$ cat src/rtl/serial_prefix_add_ctrl.sv
// 33-bit add {cout,sum} = a + b + cin through one 8-bit slice over four beats; optional ovf via SERIAL_ADD_OVF_EN.
// Latency 4 cycles accept->out_valid; result holds in DONE until out_ready, flush aborts at the next edge.
module serial_prefix_add_ctrl (
    input  logic        clk,
    input  logic        rst_n,
    input  logic        flush,
    input  logic        in_valid,
    output logic        in_ready,
    input  logic [31:0] a,
    input  logic [31:0] b,
    input  logic        cin,
    output logic        out_valid,
    input  logic        out_ready,
    output logic [31:0] sum,
    output logic        cout,
    output logic        busy
`ifdef SERIAL_ADD_OVF_EN
   ,output logic        ovf
`endif
);

    typedef enum logic [1:0] {IDLE, ADD, DONE} state_t;

    state_t      state;
    logic [31:0] a_q;
    logic [31:0] b_q;
    logic        carry_q;
    logic [1:0]  k;
    logic [8:0]  slice;

    // The shared slice adder: byte k of both operands plus the running carry.
    always_comb begin
        slice = {1'b0, a_q[{k, 3'b000} +: 8]} + {1'b0, b_q[{k, 3'b000} +: 8]} + {8'd0, carry_q};
    end

    assign in_ready = (state == IDLE);
    assign busy     = (state != IDLE);

    always_ff @(posedge clk or negedge rst_n) begin
        if (!rst_n) begin
            state     <= IDLE;
            a_q       <= '0;
            b_q       <= '0;
            carry_q   <= 1'b0;
            k         <= 2'd0;
            sum       <= '0;
            cout      <= 1'b0;
            out_valid <= 1'b0;
`ifdef SERIAL_ADD_OVF_EN
            ovf       <= 1'b0;
`endif
        end else if (flush) begin
            state     <= IDLE;
            carry_q   <= 1'b0;
            k         <= 2'd0;
            sum       <= '0;
            cout      <= 1'b0;
            out_valid <= 1'b0;
`ifdef SERIAL_ADD_OVF_EN
            ovf       <= 1'b0;
`endif
        end else begin
            case (state)
                IDLE: begin
                    if (in_valid) begin
                        a_q     <= a;
                        b_q     <= b;
                        carry_q <= cin;
                        k       <= 2'd0;
                        sum     <= '0;
                        cout    <= 1'b0;
`ifdef SERIAL_ADD_OVF_EN
                        ovf     <= 1'b0;
`endif
                        state   <= ADD;
                    end
                end
                ADD: begin
                    sum[{k, 3'b000} +: 8] <= slice[7:0];
                    carry_q <= slice[8];
                    k       <= k + 2'd1;
                    if (k == 2'd3) begin
                        state     <= DONE;
                        out_valid <= 1'b1;
                        cout      <= slice[8];
`ifdef SERIAL_ADD_OVF_EN
                        // slice[7] is the sum MSB being written on this beat.
                        ovf       <= (a_q[31] == b_q[31]) && (slice[7] != a_q[31]);
`endif
                    end
                end
                DONE: begin
                    if (out_ready) begin
                        state     <= IDLE;
                        out_valid <= 1'b0;
                    end
                end
                default: state <= IDLE;
            endcase
        end
    end

endmodule

$ cat config.mk
export PLATFORM = sky130hd
export DESIGN_NAME = serial_prefix_add_ctrl
export DESIGN_NICKNAME = d
export VERILOG_FILES = /design/src/rtl/serial_prefix_add_ctrl.sv
export SDC_FILE = /design/constraint.sdc
export NUM_CORES = 1
export LEC_CHECK = 0
export ABC_AREA = 1
export BUFFER_PORTS_ARGS = -buffer_cell sky130_fd_sc_hd__clkbuf_2
export CORE_MARGIN = 2
export CORE_UTILIZATION = 52
export DETAILED_ROUTE_END_ITERATION = 6
export PLACE_DENSITY = 0.74
export RECOVER_POWER = 100
export SYNTH_ARGS = -nofsm -noshare
export SYNTH_HDL_FRONTEND = slang
export SYNTH_SLANG_ARGS = --single-unit
$ cat constraint.sdc
create_clock -name clk -period 5.9 [get_ports clk]
set_input_delay 1.77 -clock clk [delete_from_list [all_inputs] [get_ports clk]]
set_output_delay 1.77 -clock clk [all_outputs]
set_load 0.02 [all_outputs]
==> results of run 1 <==
## routing by layer
metal / up-vias / wire (um)
met2: 135 / 5600
met3: 25 / 678
met5: - / 0
met4: 0 / 242
met1: 1870 / 5050
li1: 1825 / -
## area by class of cell
class                      instances  area share [%]
clock buffer                      12            2.57
multi-input combinational        327            37.3
clock inverter                     4           0.531
timing repair buffer             109            8.97
tap                              133            2.94
inverter                          32            2.13
sequential                       103            45.6
## cell usage after synthesis
cell type / n
sky130_fd_sc_hd__nand3_2: 2
sky130_fd_sc_hd__o21ai_1: 7
sky130_fd_sc_hd__and3_1: 1
sky130_fd_sc_hd__mux2_2: 15
sky130_fd_sc_hd__buf_2: 3
sky130_fd_sc_hd__nand3_1: 17
sky130_fd_sc_hd__inv_1: 27
sky130_fd_sc_hd__o21ai_2: 1
sky130_fd_sc_hd__and2_1: 1
sky130_fd_sc_hd__nor2_1: 39
sky130_fd_sc_hd__clkbuf_1: 9
sky130_fd_sc_hd__fa_1: 2
sky130_fd_sc_hd__o21ai_0: 38
sky130_fd_sc_hd__nor2_4: 2
sky130_fd_sc_hd__or2_2: 1
sky130_fd_sc_hd__nand4_1: 7
sky130_fd_sc_hd__a32o_1: 1
sky130_fd_sc_hd__clkinv_1: 1
sky130_fd_sc_hd__a22o_2: 1
sky130_fd_sc_hd__nor3_4: 2
sky130_fd_sc_hd__o21ai_4: 2
sky130_fd_sc_hd__a32oi_1: 2
sky130_fd_sc_hd__a31oi_1: 1
sky130_fd_sc_hd__a21oi_1: 8
sky130_fd_sc_hd__xor2_1: 3
sky130_fd_sc_hd__mux2_4: 49
sky130_fd_sc_hd__clkbuf_2: 1
sky130_fd_sc_hd__nand2_4: 1
sky130_fd_sc_hd__inv_2: 4
sky130_fd_sc_hd__ha_1: 11
sky130_fd_sc_hd__nand2_2: 3
sky130_fd_sc_hd__buf_6: 6
sky130_fd_sc_hd__nand2_1: 95
sky130_fd_sc_hd__dfrtp_1: 103
sky130_fd_sc_hd__o22ai_1: 15
## worst register-to-register path, cell delays in order, from the launching register on
cell and delay, ps:
sky130_fd_sc_hd__dfrtp_1 600, sky130_fd_sc_hd__inv_1 620, sky130_fd_sc_hd__o21ai_0 190, sky130_fd_sc_hd__o22ai_1 310, sky130_fd_sc_hd__fa_1 260, sky130_fd_sc_hd__inv_1 60
sky130_fd_sc_hd__fa_1 410, sky130_fd_sc_hd__inv_1 90, sky130_fd_sc_hd__nand2_1 50, sky130_fd_sc_hd__nand2_1 80, sky130_fd_sc_hd__and2_0 140, sky130_fd_sc_hd__xor2_1 430
sky130_fd_sc_hd__nand3_1 140, sky130_fd_sc_hd__nand2_1 100
## cell families (layout without fill, tap and decap cells)
group / after synthesis / count (layout) / share of synthesized area (%)
adder cells (fa/ha/maj): 13 / 13 / 3.47
buffers and inverters: 51 / 157 / 4.71
XOR/XNOR: 3 / 3 / 0.513
flip-flops: 103 / 103 / 50.3
AND/OR/NAND/NOR: 171 / 171 / 14.7
multiplexers: 64 / 64 / 17.6
AO/OA/AOI/OAI: 76 / 76 / 8.66
## flip-flops by register name (all words and copies together), names as in the netlist
signal / count
state: 2
a_q: 32
b_q: 32
cout: 1
carry_q: 1
sum: 32
out_valid: 1
k: 2
## stage by stage
step | hold slack, ps | setup WS [ps] | cells | power, mW
after floorplan | 474 | 3260 | 481 | 1.33
after detailed placement | 466 | 2370 | 704 | 1.52
final | 487 | 2050 | 720 | 1.85
after CTS | 490 | 2380 | 720 | 1.93
after global placement | 462 | 2440 | 704 | 1.50
after global routing | 515 | 1540 | 720 | 1.97
## power groups by stage
stage / clock, mW / sequential, mW / combinational (mW)
2_1_floorplan: 0 / 0.883 / 0.452
3_3_place_gp: 0 / 0.890 / 0.608
3_5_place_dp: 0 / 0.895 / 0.627
4_1_cts: 0.420 / 0.883 / 0.629
5_1_grt: 0.450 / 0.892 / 0.630
6_report: 0.409 / 0.879 / 0.563
## final timing paths
check,from,end
worst max-delay path,rst_n,a_q[4]$_DFFE_PN0P_
worst min-delay path,sum[3]$_DFFE_PN0P_,sum[3]$_DFFE_PN0P_
worst min register to register,sum[3]$_DFFE_PN0P_,sum[3]$_DFFE_PN0P_
min in group asynchronous,rst_n,sum[30]$_DFFE_PN0P_
worst max register to register,k[1]$_DFFE_PN0P_,sum[20]$_DFFE_PN0P_
max in group clk,flush,a_q[7]$_DFFE_PN0P_
==> results.txt, run 1 <==
TritonCTS built the clock tree. For the leakage power figure, the log shows 2.77 nW. Sorting the synthesized cells by area gives the leading types as sky130_fd_sc_hd__dfrtp_1 50%, sky130_fd_sc_hd__mux2_4 14%, sky130_fd_sc_hd__nand2_1 7.0%, sky130_fd_sc_hd__o21ai_0 3.7%, sky130_fd_sc_hd__mux2_2 3.3%. The slowest stage of the critical path belongs to the cell sky130_fd_sc_hd__clkbuf_1.

In this run the core area contains 36 standard-cell rows. In this run the power density over the cells is 328 mW/mm2. For this run, global-route usage on met1 was measured as 29.8%. Setup repair after global routing left no endpoint under its margin. Count of unique library cells instantiated by Yosys: 35.

The floorplan step defined a die boundary enclosing 0.0107 mm2. The top fanout value on the critical path works out to 59. Input and output buffers added on the ports amount to 105. Synthesis inferred 103 register bits. The busiest layer in global routing is met2. The root buffer cell is sky130_fd_sc_hd__clkbuf_8. The placed instances occupy a cell area of 0.00574 mm2. The critical path endpoint category was an asynchronous set/reset pin. Cells with a size suffix above 1 make up 19.4% of the layout. Setup total negative slack on the finished layout was measured at 0 ps. For this run, the slowest stage of the critical path takes 1620 ps. For the insertion delay to the later sink of the worst-skew pair, the log shows 360 ps. The final hold violation count is 0. The run gives 0.00968 mm2 as the floorplan core area.

From bottom edge to top edge, the die measures 103 um. Final HPWL from detailed placement: 8.33 mm. The synthesized netlist occupies a cell area of 0.00513 mm2. Global routing used 23.0% of the available tracks. At the worst endpoint, the arrival time is 4280 ps. The logs give 38.3% for the met2 routing resource usage after global routing and 0.00211 mm2 for the multi-input combinational cell area. The number of maximum-capacitance violations is 1, and the cell depth of the worst flop-to-flop path is 13. The sort of element at the start of the critical path is an input port.

Of the total power, combinational logic draws 30.4%. The overflow left after global routing is 0. The count of boundary I/O pins is 106. The portion of the post-synthesis area used by sequential elements was 50.3%; the time the worst path needs with I/O delays and setup was 3850 ps. Measured on the finished design, the core utilization comes to 58.4%. The logs give 195 for the starting DRC count in detailed routing and 0 for the number of nets with antenna violations after routing. The flow ran to the end, but the final reports show violations. The total number of nets in the final design is 665, and the number of diodes added for antenna fixing is 0. The run gives 188 uV as the maximum ir drop on the vdd rail. The setup check on the worst reg-to-reg path leaves a slack of 2360 ps. The initial utilization of the core area, before any placement, comes to 52.9%.

The tools report the number of buffers inserted by hold repair at cts as 0. After clock tree synthesis, the clock-pin slew on the worst setup and hold paths is 100 ps. The worst path buffer plus inverter count was 2. The setup path with the least slack is of type in2async. Timing would allow up to 260 MHz. The maximum level of the CTS H-tree came out at 3. Per report_power, the clock group accounts for 22.1% of the total. At the end of routability-driven placement, the weighted congestion stood at 0.861. The min-delay analysis places its worst path in the category reg2reg. The filler cells instantiated in the layout total 913. The area overhead of the layout relative to synthesis was 10.2%. The logs give 5.65 ps for the worst-case clock skew and 0 for the buffers inserted during post-CTS setup optimization. The worst hold path cell count came out at 2. The number of gates given a new drive strength after cts came out at 0. Setup violations remaining at the end of the flow were counted as 0. The number of global-route vias before repair is 3867. The checks that failed: max-capacitance violations, max-slew violations. The share of Yosys cell area claimed by the top area cell type is 50.3%, and the total stage count of the critical path is 2.

The post-synthesis area per instance came out at 10.7 um2. The number of antenna violations at the first check in global routing was 0; the actual slew at the worst max-slew pin was 2320 ps. Net switching is 35.4% of the power.

The number of instances in the synthesized netlist was 481. The share of total power dissipated in sequential elements is 47.5%. The logs give 0 for the DRC violation count after routing and 564 for the post-synthesis net count. In the routed layout, each cell is associated on average with a via count of 5.35.

The tools report the final routed wirelength across all metal layers as 11.6 mm. The part of the cycle the worst path needs is 65.3%. Entering global routing, the biggest net connects 60 pins.

Counting the buffers created by CTS gives 9. In the final routed layout, each cell accounts on average for 16.1 um. Walking the worst path, the cells encountered are clkbuf_1, buf_4.

The logs give 18.7 mm for the global-route wire length before repair and 2 for the deepest clock path buffer count. The worst relative slew slack came out at -54.7%. For the total count of max-transition violations in the final report, the log shows 46. The most frequent standard cell in the layout excluding fill and tap cells was sky130_fd_sc_hd__dfrtp_1. The die is 103 um wide. During synthesis, Yosys emitted a total of 0 warnings. The summed area of non-filler cells in the final layout is 0.00565 mm2, and the met3 usage is 5.31%. For the number of iterations in the first detailed-routing pass, the log shows 5.

The sink count of the clock tree came out at 103. The dominant delay contributor by cell family on the critical path was buffers and inverters. The internal portion of the total power is 1.20 mW. The required arrival time at the worst endpoint came out at 6330 ps.

The power spent charging and discharging nets is 0.656 mW. Cell type with the largest total area after synthesis: sky130_fd_sc_hd__dfrtp_1. The detailed router placed 3855 vias in this run. The library cells used most frequently in the layout, excluding fill and tap cells, are 103 x sky130_fd_sc_hd__dfrtp_1, 97 x sky130_fd_sc_hd__nand2_1, 69 x sky130_fd_sc_hd__clkbuf_2.

Registers take 0.00258 mm2.
Power figures use the tool's default switching activity.
==> run 2, diff against run 1 <==
ABC_AREA = 0   (was 1)
PLACE_DENSITY = 0.75   (was 0.74)
clock period = 4 ns   (was 5.9 ns; I/O delays follow)
==> results.txt, run 2 <==
The run finished, with violations left. The checks that failed: max-capacitance violations, max-slew violations. The placed cell count was 528; the top fanout value on the critical path was 8. For the worst setup path, the data arrival time is 3560 ps.

The largest registers in the layout are a_q x32, b_q x32, sum x32. The floorplan core area was 0.00881 mm2. The commonest cells after synthesis are 103 x sky130_fd_sc_hd__dfrtp_1, 49 x sky130_fd_sc_hd__mux2_1, 28 x sky130_fd_sc_hd__a22o_1.

No sink is reached through more buffers than the 2 on the longest clock path. The post-synthesis area per instance was 14.7 um2. The routed layout has 3136 vias. Most used standard cell by instance count after synthesis: sky130_fd_sc_hd__dfrtp_1.

The number of gates given a new drive strength after cts was 0; the number of nets with antenna violations after routing was 0. The time the worst path needs with I/O delays and setup works out to 3270 ps. Number of flops mapped to enable cells by yosys: 0. The most frequent standard cell in the layout excluding fill and tap cells was sky130_fd_sc_hd__dfrtp_1.

Headroom to the max-slew limit came out at -43.1%. For the total count of max-transition violations in the final report, the log shows 172. The run gives 0.00991 mm2 as the die footprint. The largest total area in the synthesized netlist belongs to sky130_fd_sc_hd__dfrtp_1.

The pin count of the biggest net entering global routing was 88. The critical path in this run is classified as reg2reg. The actual slew at the worst max-slew pin is 2150 ps. The clock slew seen by the registers of the worst setup and hold paths was 100 ps. Leaving out fill and tap cells, the most frequent cells in the layout are 103 x sky130_fd_sc_hd__dfrtp_1, 69 x sky130_fd_sc_hd__clkbuf_2, 49 x sky130_fd_sc_hd__mux2_1. The global placer's final weighted congestion was 0.837; the worst-case clock skew was 15.5 ps. For this run, design rule violations remaining after detail routing come to 0.

The detailed router finished its first iteration with 194 violations. The worst min-delay path category is reg2reg. Once layout is complete, the cells apart from fillers number 544. Number of instances in the synthesized netlist: 323. Setup repair after global routing left no endpoint under its margin. In the synthesized netlist the async set-or-reset flop fraction comes to 100%. The worst setup path is launched from a flip-flop.

The summed instance area of the synthesized netlist was 0.00475 mm2; the portion of the post-synthesis area used by sequential elements was 54.3%. The global-route total usage across every layer is 21.8%, and the via count normalized by instance count is 5.76. For the number of global-route vias before repair, the log shows 3272.

Y dimension of the die: 99.5 um. Adding up every negative setup slack in the final design gives 0 ps. The run gives 0 as the final hold violation count. The number of antenna violations at the first check in global routing was 0.

Synthesis inferred 103 register bits. The number of antenna diodes in the final layout is 0. Input and output buffers added on the ports amount to 105. Cells with a size suffix above 1 make up 28.0% of the layout.

The number of warning messages in the yosys log was 0. The critical path endpoint category is a flip-flop. The width of the die was 99.5 um; the number of buffers created by CTS was 9. The worst hold path cell count came out at 1. After detailed routing, the average wire length per cell comes to 18.5 um.

Most used flip-flop cell after synthesis: sky130_fd_sc_hd__dfrtp_1. At the worst endpoint, the required time is 4300 ps. The part of the cycle the worst path needs works out to 81.6%.

The first TritonRoute pass finished after 4 iterations. The share of Yosys cell area claimed by the top area cell type works out to 54.3%. The initialized floorplan defines 34 standard-cell rows.

The total number of nets in the final design is 514, and the final routed wirelength across all metal layers is 10.1 mm. Counting every net in the synthesized netlist gives 406. Post-CTS timing repair inserted 0 buffers for setup.

The ratio of total power to cell area works out to 499 mW/mm2. In this run the number of H-tree levels came out at 3. The cell depth of the worst flop-to-flop path was 8. Static timing analysis puts the maximum clock frequency at 306 MHz. The global-route wire length before repair was 16.8 mm; the area overhead of the layout relative to synthesis was 14.1%.

Setup violations remaining at the end of the flow were counted as 0. Sorting the synthesized cells by area gives the leading types as sky130_fd_sc_hd__dfrtp_1 54%, sky130_fd_sc_hd__mux2_1 12%, sky130_fd_sc_hd__mux4_2 7.6%, sky130_fd_sc_hd__a22o_1 5.2%, sky130_fd_sc_hd__mux2_2 3.6%. The total overflow left after global routing is 0. The number of buffers inserted by hold repair at cts is 0, and the starting density of the core is 53.9%. Clock latency on the worst-skew pair, taken at its later pin, is 360 ps. The leakage power figure is 2.44 nW, and the number of maximum-capacitance violations is 4.

Final HPWL from detailed placement: 7.39 mm. Synthesis instantiated 45 different standard cells from the library. For the sink count of the clock tree, the log shows 103.

The root buffer cell was sky130_fd_sc_hd__clkbuf_8. TritonCTS built the clock tree. Across the VDD grid, the largest voltage drop is 270 uV. In this run the count of I/O pins placed on the die edge is 106.
==> run 2: changes by cell type after synthesis, moves of 6 or more <==
cell                       delta
sky130_fd_sc_hd__nand2_1     -85
sky130_fd_sc_hd__mux2_1      +49
sky130_fd_sc_hd__mux2_4      -49
sky130_fd_sc_hd__o21ai_0     -36
sky130_fd_sc_hd__a22o_1      +28
sky130_fd_sc_hd__nor2_1      -26
sky130_fd_sc_hd__inv_1       -20
sky130_fd_sc_hd__mux4_2      +16
sky130_fd_sc_hd__nand3_1     -15
sky130_fd_sc_hd__o22ai_1     -15
sky130_fd_sc_hd__clkbuf_1     -7
sky130_fd_sc_hd__nand4_1      -7
sky130_fd_sc_hd__o21ai_1      -6
==> run 2: final cells by class <==
class                   instances  area, um2
clock buffers                  11        141
clock inverters                 5       41.3
fillers                       732       3390
inverters                       8       30.0
multi-input cells             198       1980
flip-flops and latches        103       2580
well taps                     108        135
repair buffers                111        510
==> run 2: report_power, final <==
| part | internal (mW) | leakage (nW) | total [mW] | switching, mW |
|---|---|---|---|---|
| sequential | 1.20 | 1.29 | 1.30 | 0.0918 |
| combinational | 0.351 | 1.05 | 0.794 | 0.443 |
| clock | 0.251 | 0.0918 | 0.613 | 0.363 |
==> run 2: cell families (layout without fill, tap and decap cells) <==
family,count (synthesis),in the layout,share of synthesized area (%)
fa+ha+maj,13,13,3.74
xor+xnor,5,5,0.923
mux,80,80,22.8
compound gates,60,60,9.73
simple gates,40,40,5.61
buf+inv,22,135,2.93
flops,103,103,54.3
==> run 2: through the flow <==
stage / instance area, um2 / utilization [%] / hold slack (ps) / worst slack, ps / power, mW
6_report: 5420 / 61.5 / 489 / 735 / 2.70
5_1_grt: 5420 / 61.5 / 512 / 464 / 2.87
4_1_cts: 5540 / 62.9 / 495 / 932 / 2.73
3_5_place_dp: 5350 / 60.8 / 474 / 953 / 2.12
3_3_place_gp: 5350 / 60.8 / 464 / 1080 / 2.08
2_1_floorplan: 4750 / - / 452 / 1270 / 1.86
==> run 2: final timing paths <==
kind | from | to | slack (ps)
min in group asynchronous | rst_n | state[1]$_DFFE_PN0P_ | 1430
max reg2reg | k[0]$_DFFE_PN0P_ | sum[31]$_DFFE_PN0P_ | 730
min reg2reg | b_q[4]$_DFFE_PN0P_ | b_q[4]$_DFFE_PN0P_ | 490
max in group asynchronous | rst_n | a_q[22]$_DFFE_PN0P_ | 1180
min | b_q[4]$_DFFE_PN0P_ | b_q[4]$_DFFE_PN0P_ | 490
max | k[0]$_DFFE_PN0P_ | sum[31]$_DFFE_PN0P_ | 730
==> run 2: routing by layer <==
metal  part of all wire (%)  global-route usage (%)  up-vias  wire (um)
li1                       -                       -     1418          -
met2                     49                    36.2      105       4990
met1                     44                    29.7     1601       4430
met3                    5.2                    4.36       12        520
met5                      0                       0        -          0
met4                    1.4                    5.80        0        146
==> run 2: critical path, stage by stage (launching register included) <==
cell and delay, ps:
sky130_fd_sc_hd__dfrtp_1 610, sky130_fd_sc_hd__clkbuf_1 400, sky130_fd_sc_hd__mux4_2 580, sky130_fd_sc_hd__ha_1 410, sky130_fd_sc_hd__o211ai_1 130, sky130_fd_sc_hd__o21ai_0 360
sky130_fd_sc_hd__nor2_1 70, sky130_fd_sc_hd__o21ai_0 410, sky130_fd_sc_hd__a32o_1 240
